## config.mk

```make
export PLATFORM = sky130hd
export DESIGN_NAME = haraka_s_sponge_flat
export DESIGN_NICKNAME = d
export VERILOG_FILES = /design/src/rtl/haraka_s_sponge_if.sv /design/src/rtl/haraka_s_sponge.sv /design/src/flat_wrapper.sv
export SDC_FILE = /design/constraint.sdc
export NUM_CORES = 2
export LEC_CHECK = 0
export CORE_AREA = 2 2 606 608
export CTS_CLUSTER_SIZE = 14
export DETAILED_ROUTE_END_ITERATION = 16
export DIE_AREA = 0 0 608 610
export REMOVE_ABC_BUFFERS = 1
export SETUP_SLACK_MARGIN = 0.4
export SYNTH_ARGS = -nofsm -noshare
export SYNTH_HDL_FRONTEND = slang
export SYNTH_SLANG_ARGS = --single-unit
```

## constraint.sdc

```tcl
create_clock -name clk -period 2.1 [get_ports clk]
set_input_delay 0.42 -clock clk [delete_from_list [all_inputs] [get_ports clk]]
set_output_delay 0.42 -clock clk [all_outputs]
set_load 0.01 [all_outputs]
```

## src/rtl/haraka_s_sponge_if.sv

```systemverilog
// Message-in and squeeze-out streams of the Haraka-S sponge controller.
// The master side produces message blocks and consumes squeezed blocks.
interface haraka_s_sponge_if;
    logic [255:0] msg_data;
    logic [5:0]   msg_bytes;
    logic         msg_last;
    logic         msg_valid;
    logic         msg_ready;
    logic [255:0] out_data;
    logic         out_last;
    logic         out_valid;
    logic         out_ready;

    modport master (
        output msg_data, msg_bytes, msg_last, msg_valid, out_ready,
        input  msg_ready, out_data, out_last, out_valid
    );

    modport slave (
        input  msg_data, msg_bytes, msg_last, msg_valid, out_ready,
        output msg_ready, out_data, out_last, out_valid
    );
endinterface

```

## src/rtl/haraka_s_sponge.sv

```systemverilog
// Haraka-S sponge controller: pads and absorbs 256-bit rate blocks, steps the external
// round core through one permutation per block, then squeezes 256-bit output blocks.
//
// state      | meaning
// ST_ABSORB  | waiting for a message block, or absorbing the internal pad-only block
// ST_PERM    | permutation running, perm_cnt_q counts 0..L-1
// ST_SQUEEZE | out_valid held with state[255:0] until the consumer accepts
module haraka_s_sponge #(
    parameter int ROUNDS       = 5,
    parameter int ROUND_CYCLES = 2,
    parameter int OUT_BLOCKS   = 1
) (
    input  logic             clk,
    input  logic             rst_n,
    haraka_s_sponge_if.slave bus,
    output logic [511:0]     core_in,
    output logic             core_sel,
    input  logic [511:0]     core_out
);
    localparam int L  = ROUNDS * ROUND_CYCLES;
    localparam int CW = $clog2(L + 1);
    localparam int SW = $clog2(OUT_BLOCKS + 1);
    localparam logic [CW-1:0] PERM_LAST = CW'(L - 1);
    localparam logic [SW-1:0] SQ_LAST   = SW'(OUT_BLOCKS - 1);
    localparam logic [255:0]  PAD_BLOCK = {8'h80, 240'h0, 8'h1F};

    typedef enum logic [1:0] {
        ST_ABSORB  = 2'd0,
        ST_PERM    = 2'd1,
        ST_SQUEEZE = 2'd2
    } fsm_t;

    fsm_t          fsm_q, fsm_d;
    logic [CW-1:0] perm_cnt_q;
    logic [SW-1:0] sq_cnt_q;
    logic [511:0]  state_q;
    logic          pad_pending_q;
    logic          last_q;
    logic          armed_q;

    logic [5:0]    n_bytes;
    logic [255:0]  blk;
    logic          blk_full;
    logic          msg_fire;
    logic          out_fire;
    logic          perm_done;

    assign msg_fire  = bus.msg_valid & bus.msg_ready;
    assign out_fire  = bus.out_valid & bus.out_ready;
    assign perm_done = (fsm_q == ST_PERM) && (perm_cnt_q == PERM_LAST);

    // A full last block gets its padding from a separate pad-only block afterwards.
    always_comb begin
        n_bytes  = (bus.msg_bytes > 6'd32) ? 6'd32 : bus.msg_bytes;
        blk      = bus.msg_data;
        blk_full = 1'b0;
        if (bus.msg_last) begin
            blk_full = (n_bytes == 6'd32);
            for (int i = 0; i < 32; i++) begin
                if (6'(i) >= n_bytes) blk[8*i +: 8] = 8'h00;
                if (6'(i) == n_bytes) blk[8*i +: 8] = 8'h1F;
            end
            if (!blk_full) blk[255:248] = blk[255:248] ^ 8'h80;
        end
    end

    always_ff @(posedge clk or negedge rst_n) begin
        if (!rst_n) fsm_q <= ST_ABSORB;
        else        fsm_q <= fsm_d;
    end

    always_comb begin
        fsm_d = fsm_q;
        case (fsm_q)
            ST_ABSORB: begin
                if (pad_pending_q || msg_fire) fsm_d = ST_PERM;
            end
            ST_PERM: begin
                if (perm_done) begin
                    if (pad_pending_q)  fsm_d = ST_ABSORB;
                    else if (last_q)    fsm_d = ST_SQUEEZE;
                    else                fsm_d = ST_ABSORB;
                end
            end
            ST_SQUEEZE: begin
                if (out_fire) fsm_d = bus.out_last ? ST_ABSORB : ST_PERM;
            end
            default: fsm_d = ST_ABSORB;
        endcase
    end

    always_comb begin
        bus.msg_ready = armed_q && (fsm_q == ST_ABSORB) && !pad_pending_q;
        core_sel      = (fsm_q == ST_PERM) && (perm_cnt_q != '0);
        bus.out_valid = (fsm_q == ST_SQUEEZE);
        bus.out_last  = (fsm_q == ST_SQUEEZE) && (sq_cnt_q == SQ_LAST);
        bus.out_data  = (fsm_q == ST_SQUEEZE) ? state_q[255:0] : '0;
    end

    always_ff @(posedge clk or negedge rst_n) begin
        if (!rst_n) begin
            armed_q       <= 1'b0;
            state_q       <= '0;
            core_in       <= '0;
            perm_cnt_q    <= '0;
            sq_cnt_q      <= '0;
            pad_pending_q <= 1'b0;
            last_q        <= 1'b0;
        end else begin
            armed_q <= 1'b1;
            case (fsm_q)
                ST_ABSORB: begin
                    if (pad_pending_q) begin
                        core_in       <= {state_q[511:256], state_q[255:0] ^ PAD_BLOCK};
                        pad_pending_q <= 1'b0;
                        perm_cnt_q    <= '0;
                    end else if (msg_fire) begin
                        core_in       <= {state_q[511:256], state_q[255:0] ^ blk};
                        pad_pending_q <= blk_full;
                        last_q        <= bus.msg_last;
                        sq_cnt_q      <= '0;
                        perm_cnt_q    <= '0;
                    end
                end
                ST_PERM: begin
                    if (perm_done) begin
                        state_q    <= core_out;
                        perm_cnt_q <= '0;
                    end else begin
                        perm_cnt_q <= perm_cnt_q + CW'(1);
                    end
                end
                ST_SQUEEZE: begin
                    if (out_fire) begin
                        if (bus.out_last) begin
                            state_q  <= '0;
                            last_q   <= 1'b0;
                            sq_cnt_q <= '0;
                        end else begin
                            // extra squeeze block: permute the state with nothing absorbed
                            sq_cnt_q   <= sq_cnt_q + SW'(1);
                            core_in    <= state_q;
                            perm_cnt_q <= '0;
                        end
                    end
                end
                default: ;
            endcase
        end
    end
endmodule
```

## src/flat_wrapper.sv

```systemverilog
// flat-port wrapper written by rule: the top's interface ports become plain ports
module haraka_s_sponge_flat 
#(
    parameter int ROUNDS       = 5,
    parameter int ROUND_CYCLES = 2,
    parameter int OUT_BLOCKS   = 1
)
  (clk, rst_n, core_in, core_sel, core_out, bus_msg_data, bus_msg_bytes, bus_msg_last, bus_msg_valid, bus_out_ready, bus_msg_ready, bus_out_data, bus_out_last, bus_out_valid);
  haraka_s_sponge_if bus_i ();
  input  logic clk;
  input  logic rst_n;
  output logic [511:0] core_in;
  output logic core_sel;
  input  logic [511:0] core_out;
  input wire logic [$bits(bus_i.msg_data)-1:0] bus_msg_data;
  input wire logic [$bits(bus_i.msg_bytes)-1:0] bus_msg_bytes;
  input wire logic [$bits(bus_i.msg_last)-1:0] bus_msg_last;
  input wire logic [$bits(bus_i.msg_valid)-1:0] bus_msg_valid;
  input wire logic [$bits(bus_i.out_ready)-1:0] bus_out_ready;
  output wire logic [$bits(bus_i.msg_ready)-1:0] bus_msg_ready;
  output wire logic [$bits(bus_i.out_data)-1:0] bus_out_data;
  output wire logic [$bits(bus_i.out_last)-1:0] bus_out_last;
  output wire logic [$bits(bus_i.out_valid)-1:0] bus_out_valid;
  assign bus_i.msg_data = bus_msg_data;
  assign bus_i.msg_bytes = bus_msg_bytes;
  assign bus_i.msg_last = bus_msg_last;
  assign bus_i.msg_valid = bus_msg_valid;
  assign bus_i.out_ready = bus_out_ready;
  assign bus_msg_ready = bus_i.msg_ready;
  assign bus_out_data = bus_i.out_data;
  assign bus_out_last = bus_i.out_last;
  assign bus_out_valid = bus_i.out_valid;
  haraka_s_sponge #(.ROUNDS(ROUNDS), .ROUND_CYCLES(ROUND_CYCLES), .OUT_BLOCKS(OUT_BLOCKS)) u_core (.clk(clk), .rst_n(rst_n), .bus(bus_i), .core_in(core_in), .core_sel(core_sel), .core_out(core_out));
endmodule
```

-- Word-level counts from Yosys, hierarchy flattened
Index checks and enable logic that the tools add are counted.
- $add $sub $neg: 2
- $lt $le $gt $ge: 33
- eq/ne operators: 43
- mux-type cells: 104
- bitwise operators: 6
- reductions and logical operators: 19
- operator list (cell ; count):
    512-bit 2-to-1 mux ; 7
    512-bit case mux with 2 select lines ; 2
    8-bit 2-to-1 mux ; 66
    256-bit 2-to-1 mux ; 2
    256-bit bitwise XOR ; 1
    5-bit by 6-bit == test with 1-bit output (first input constant) ; 16
    5-bit by 6-bit greater-or-equal comparator with 1-bit output (first input constant) ; 16
    4-bit by 6-bit == test with 1-bit output (first input constant) ; 8
    4-bit by 6-bit greater-or-equal comparator with 1-bit output (first input constant) ; 8
    3-bit by 6-bit == test with 1-bit output (first input constant) ; 4
    3-bit by 6-bit greater-or-equal comparator with 1-bit output (first input constant) ; 4
    4-bit 2-to-1 mux ; 5
    4-bit AND reduction ; 4
    2-bit by 6-bit == test with 1-bit output (first input constant) ; 2
    1-bit by 6-bit greater-or-equal comparator with 1-bit output (first input constant) ; 2
    2-bit by 6-bit greater-or-equal comparator with 1-bit output (first input constant) ; 2
    1-bit 2-to-1 mux ; 12
    4-bit case mux with 3 select lines ; 1
    2-bit 2-to-1 mux ; 5
    2-bit by 1-bit inequality test with 1-bit output (second input constant) ; 4
    1-bit by 6-bit == test with 1-bit output (first input constant) ; 1
    6-bit == test (second input constant) ; 1
    6-bit > comparator (second input constant) ; 1
    6-bit logical NOT ; 1
    other kinds (22) ; 32
- flip-flop bits (word level): 1034
- bits of input ports: 779
- word-level logic and storage cells: 215

-- Logic depth before layout (Yosys ltp)
- word-level depth: 13
- depth in mapped cells: 10
- mapped depth without buffers: 7

-- Least setup slack after synthesis
Ideal clock, no wire load.
- path type: flip-flop to output port
- start point: register u_core.fsm_q[0]
- end point: output port bus_out_data[100]
- arrival time: 1688 ps
- data required time: 1680 ps
- path slack: -8 ps
- cell stages (with the launch flop): 8
- buffers on the path: 4
- path through: dfrtp_1 -> buf_2 -> nand2b_2 -> inv_2 -> buf_2 -> clkbuf_1 -> clkbuf_1 -> and2_1
- longest elaborated chain between the ends: 2
- ends and longest elaborated chain (element ; RTL line ; source):
    start, declared ; haraka_s_sponge.sv:33 ; fsm_t fsm_q, fsm_d;
    start signal, assigned ; haraka_s_sponge.sv:69 ; else fsm_q <= fsm_d;
    2-bit == test ; haraka_s_sponge.sv:97 ; bus.out_data = (fsm_q == ST_SQUEEZE) ? state_q[255:0] : '0;
    256-bit 2-to-1 mux ; haraka_s_sponge.sv:97 ;
    end, declared ; flat_wrapper.sv:21 ; output wire logic [$bits(bus_i.out_data)-1:0] bus_out_data;
Every way passes these cells.

-- Final worst setup path
- start point: register u_core.fsm_q[1]
- end point: output port bus_out_data[233]
The elaborated chain is that of the path after synthesis.

==> results.txt <==
outcome: complete, but fails checks
failing checks: setup timing
critical path class: register to output port
Starting Density: 0.120
die area: 371000 µm²
Die Width: 608 µm
critical path, cell by cell: nand2b_4 > inv_16 > buf_16 > buf_12 > buf_16 > buf_8 > buf_6 > and2_4 > buf_12
Final HPWL DP: 288000 µm
setup ws final: -0.810 ns
Buf/Inv on CP: 7
antenna violations before repair: 279
Non-Filler Instances: 11100
pwr dens: 1320 nW/µm²
ys flop type: dfrtp_1
Placed Cells: 10600
fin area: 77400 µm²
Port Buffer Count: 1550
row count: 222
antenna-violating nets left: 0
Top Family by Delay on Critical Path: buffers and inverters
Remaining DRCs: 0
DR vias: 42200
DP Worst Slack: -0.681 ns
final core utilization: 0.212
Final setup viols: 1459
clk slew on worst S/H paths: 0.06 ns
Total Wirelength: 349000 µm
critical path launch point type: register
slew margin rel.: 0.552
wire per inst: 31.4 µm
sequential-to-total area share from yosys stat: 0.592
slowest stage delay, CP: 0.41 ns
Hold Violations, Final: 0
WP data arrival: 2.49 ns
nets@finish: 6895
root buffer cell: clkbuf_16
Die Y: 610 µm
HP Class: input pin to async pin
Yosys reg bits: 1034
Reg2Reg Depth: 14
VDD IR max: 0.607 mV
io pins: 1551
Leakage Power: 34.9 nW
Max Clk Rate: 0.344 GHz
vias in the first global route: 41100
RSZ-0062 raised after global routing: yes
syn avg cell area: 10.5 µm²
# clock sinks: 1034
clock buffer count from CTS: 142
Final Skew: 0.0702 ns
Max Slew Vio Count: 0
GRT Util Overall: 0.179
share of layout cells above drive strength 1: 0.220
Critical Path RT: 1.68 ns
number of synthesized flops with an enable pin: 0
Final GP Congestion: 0.907
Pwr Total: 102 mW
critical path's slowest cell: dfrtp_1
distinct cell type count after synthesis: 71
Fill cells: 39600
area occupied by multi-input gates: 17100 µm²
critical path fanouts, max: 7
CTS tree: done
Crit. End Element: output port
Detailed Routing Iterations Pass 1: 5
period utilization: 1.39
first-pass GRT wire length: 439000 µm
placed cell area: 69100 µm²
synthesis-to-layout area growth: 77.0%
Mapped Cells: 4152
CP Depth: 9
clock latency at the later pin of the worst-skew pair: 0.88 ns
Iter 0 DRT Violations: 3321
vias per cell: 3.80
Synth warnings: 0
clock buffer depth: 4
Post-Syn Area: 43700 µm²
Reg area: 25900 µm²
Worst-Margin Slew: 0.672 ns
Final min period: 2.91 ns
Core Region: 364000 µm²
max cap viols: 0
largest net degree at the start of global routing: 95
CTS H-Tree Depth: 4
total grt overflow: 0
asr flop ratio synth: 1.00
## worst paths after layout
kind	from	endpoint	slack, ns
setup / recovery	u_core.fsm_q[1]	bus_out_data[233]	-0.81
hold / removal	rst_n	u_core.core_in[135]	0.11
setup reg to reg	u_core.fsm_q[1]	u_core.core_in[224]	-0.50
hold reg to reg	u_core.state_q[321]	u_core.core_in[321]	0.45
max in group asynchronous	rst_n	u_core.core_in[211]	0.96
min in group clk	core_out[319]	u_core.state_q[319]	0.15
## report_power, final
group          internal (mW)  switching (mW)  leakage (nW)  total [mW]
Sequential              28.2            7.16          13.4        35.4
Combinational           20.0            20.3          19.1        40.3
Clock                   15.6            10.7          2.40        26.3
## routing by layer
| metal | GRT usage | routed length (µm) |
|---|---|---|
| met5 | 0 | 698 |
| met4 | 0.0820 | 18300 |
| met2 | 0.310 | 171000 |
| met1 | 0.193 | 126000 |
| met3 | 0.0681 | 32600 |
## state kept, by name, indices dropped and copies added (netlist names)
| name | count |
|---|---|
| u_core.last_q | 1 |
| u_core.state_q | 512 |
| u_core.fsm_q | 2 |
| u_core.perm_cnt_q | 4 |
| u_core.core_in | 512 |
| u_core.sq_cnt_q | 1 |
| u_core.armed_q | 1 |
| u_core.pad_pending_q | 1 |
## kinds of logic after synthesis
group | count (synthesis) | share of synthesized area
AND/OR/NAND/NOR | 1546 | 0.158
flip-flops | 1034 | 0.592
AO/OA/AOI/OAI | 1005 | 0.168
buffers and inverters | 321 | 0.0321
XOR/XNOR | 241 | 0.0483
adder cells (fa/ha/maj) | 3 | 0.000859
other | 1 | 0.0000858
multiplexers | 1 | 0.000258
## through the flow
| step | setup TNS [ns] | hold WS (ns) |
|---|---|---|
| global route | -542.50 | 0.0867 |
| finish | -427.56 | 0.111 |
| floorplan | - | 0.124 |
| detailed placement | -233.15 | 0.352 |
| global placement | -222.16 | 0.352 |
| CTS | -363.86 | 0.0321 |
## timing repair
item	4_1_cts	5_1_grt
setup endpoints to repair	1800	1802
endpoints found under the hold margin	199	0
pin swaps	2	6
hold buffers	1	0
gates resized for setup	837	425
cloned	18	24
buffers inserted	47	59
## final cells by class
class,instances,share of cell area
timing repair buffer,2130,0.300
inverter,7,0.000550
clock inverter,66,0.0126
clock buffer,187,0.0510
tap,4816,0.0779
sequential,1034,0.334
antenna,62,0.00201
multi-input combinational,2797,0.222
timing repair inverter,1,0.000388
## synthesized netlist by cell type, types with 3 or more instances
cell       number  share of area
a211o_1        11         0.0022
a211oi_1        6         0.0010
a211oi_2       11         0.0031
a21oi_1        97          0.011
a21oi_2         6         0.0012
a221oi_1        5         0.0010
a22o_1        513           0.10
a22oi_1        30         0.0052
a311oi_1        5         0.0010
a32oi_1         5         0.0010
and2_0          3        0.00043
and2_1        258          0.037
and3_1          7         0.0010
buf_1          24         0.0021
buf_2         145          0.017
buf_4           4        0.00069
clkbuf_1      140          0.012
dfrtp_1      1034           0.59
ha_1            3        0.00086
inv_1           6        0.00052
nand2_1      1111          0.095
nand2b_1        8         0.0011
nand3_1        71         0.0081
nand4_1        16         0.0023
nand4bb_1       4         0.0010
nor2_1         14         0.0012
nor2b_1         9         0.0013
nor3_1          3        0.00034
nor3_2          3        0.00069
nor4_1          4        0.00057
nor4_2          5         0.0014
o211ai_1        7         0.0012
o21ai_0        22         0.0025
o21ai_1       267          0.031
o311ai_0        5         0.0010
or3_1           4        0.00057
or3b_1          3        0.00060
or4b_1          3        0.00069
xnor2_1        53          0.011
xor2_1        188          0.038
## cell usage in the layout (no fill, tap or decap), drive strengths merged, types with 7 or more instances in the layout
cell	count
buf	836
nor2	16
clkdlybuf4s50	1248
xnor2	53
o211ai	7
a211oi	18
nand2	1112
nor4	9
nor2b	9
a22oi	30
a311oi	7
a21oi	103
clkinvlp	7
nand2b	9
xor2	188
diode	62
bufinv	18
clkinv	35
inv	14
a211o	11
a22o	513
clkdlybuf4s15	16
dfrtp	1034
and2	261
clkbuf	216
nand4	16
nand3	72
o21ai	289
and3	7
No activity file was read; power rests on OpenSTA's default activity.
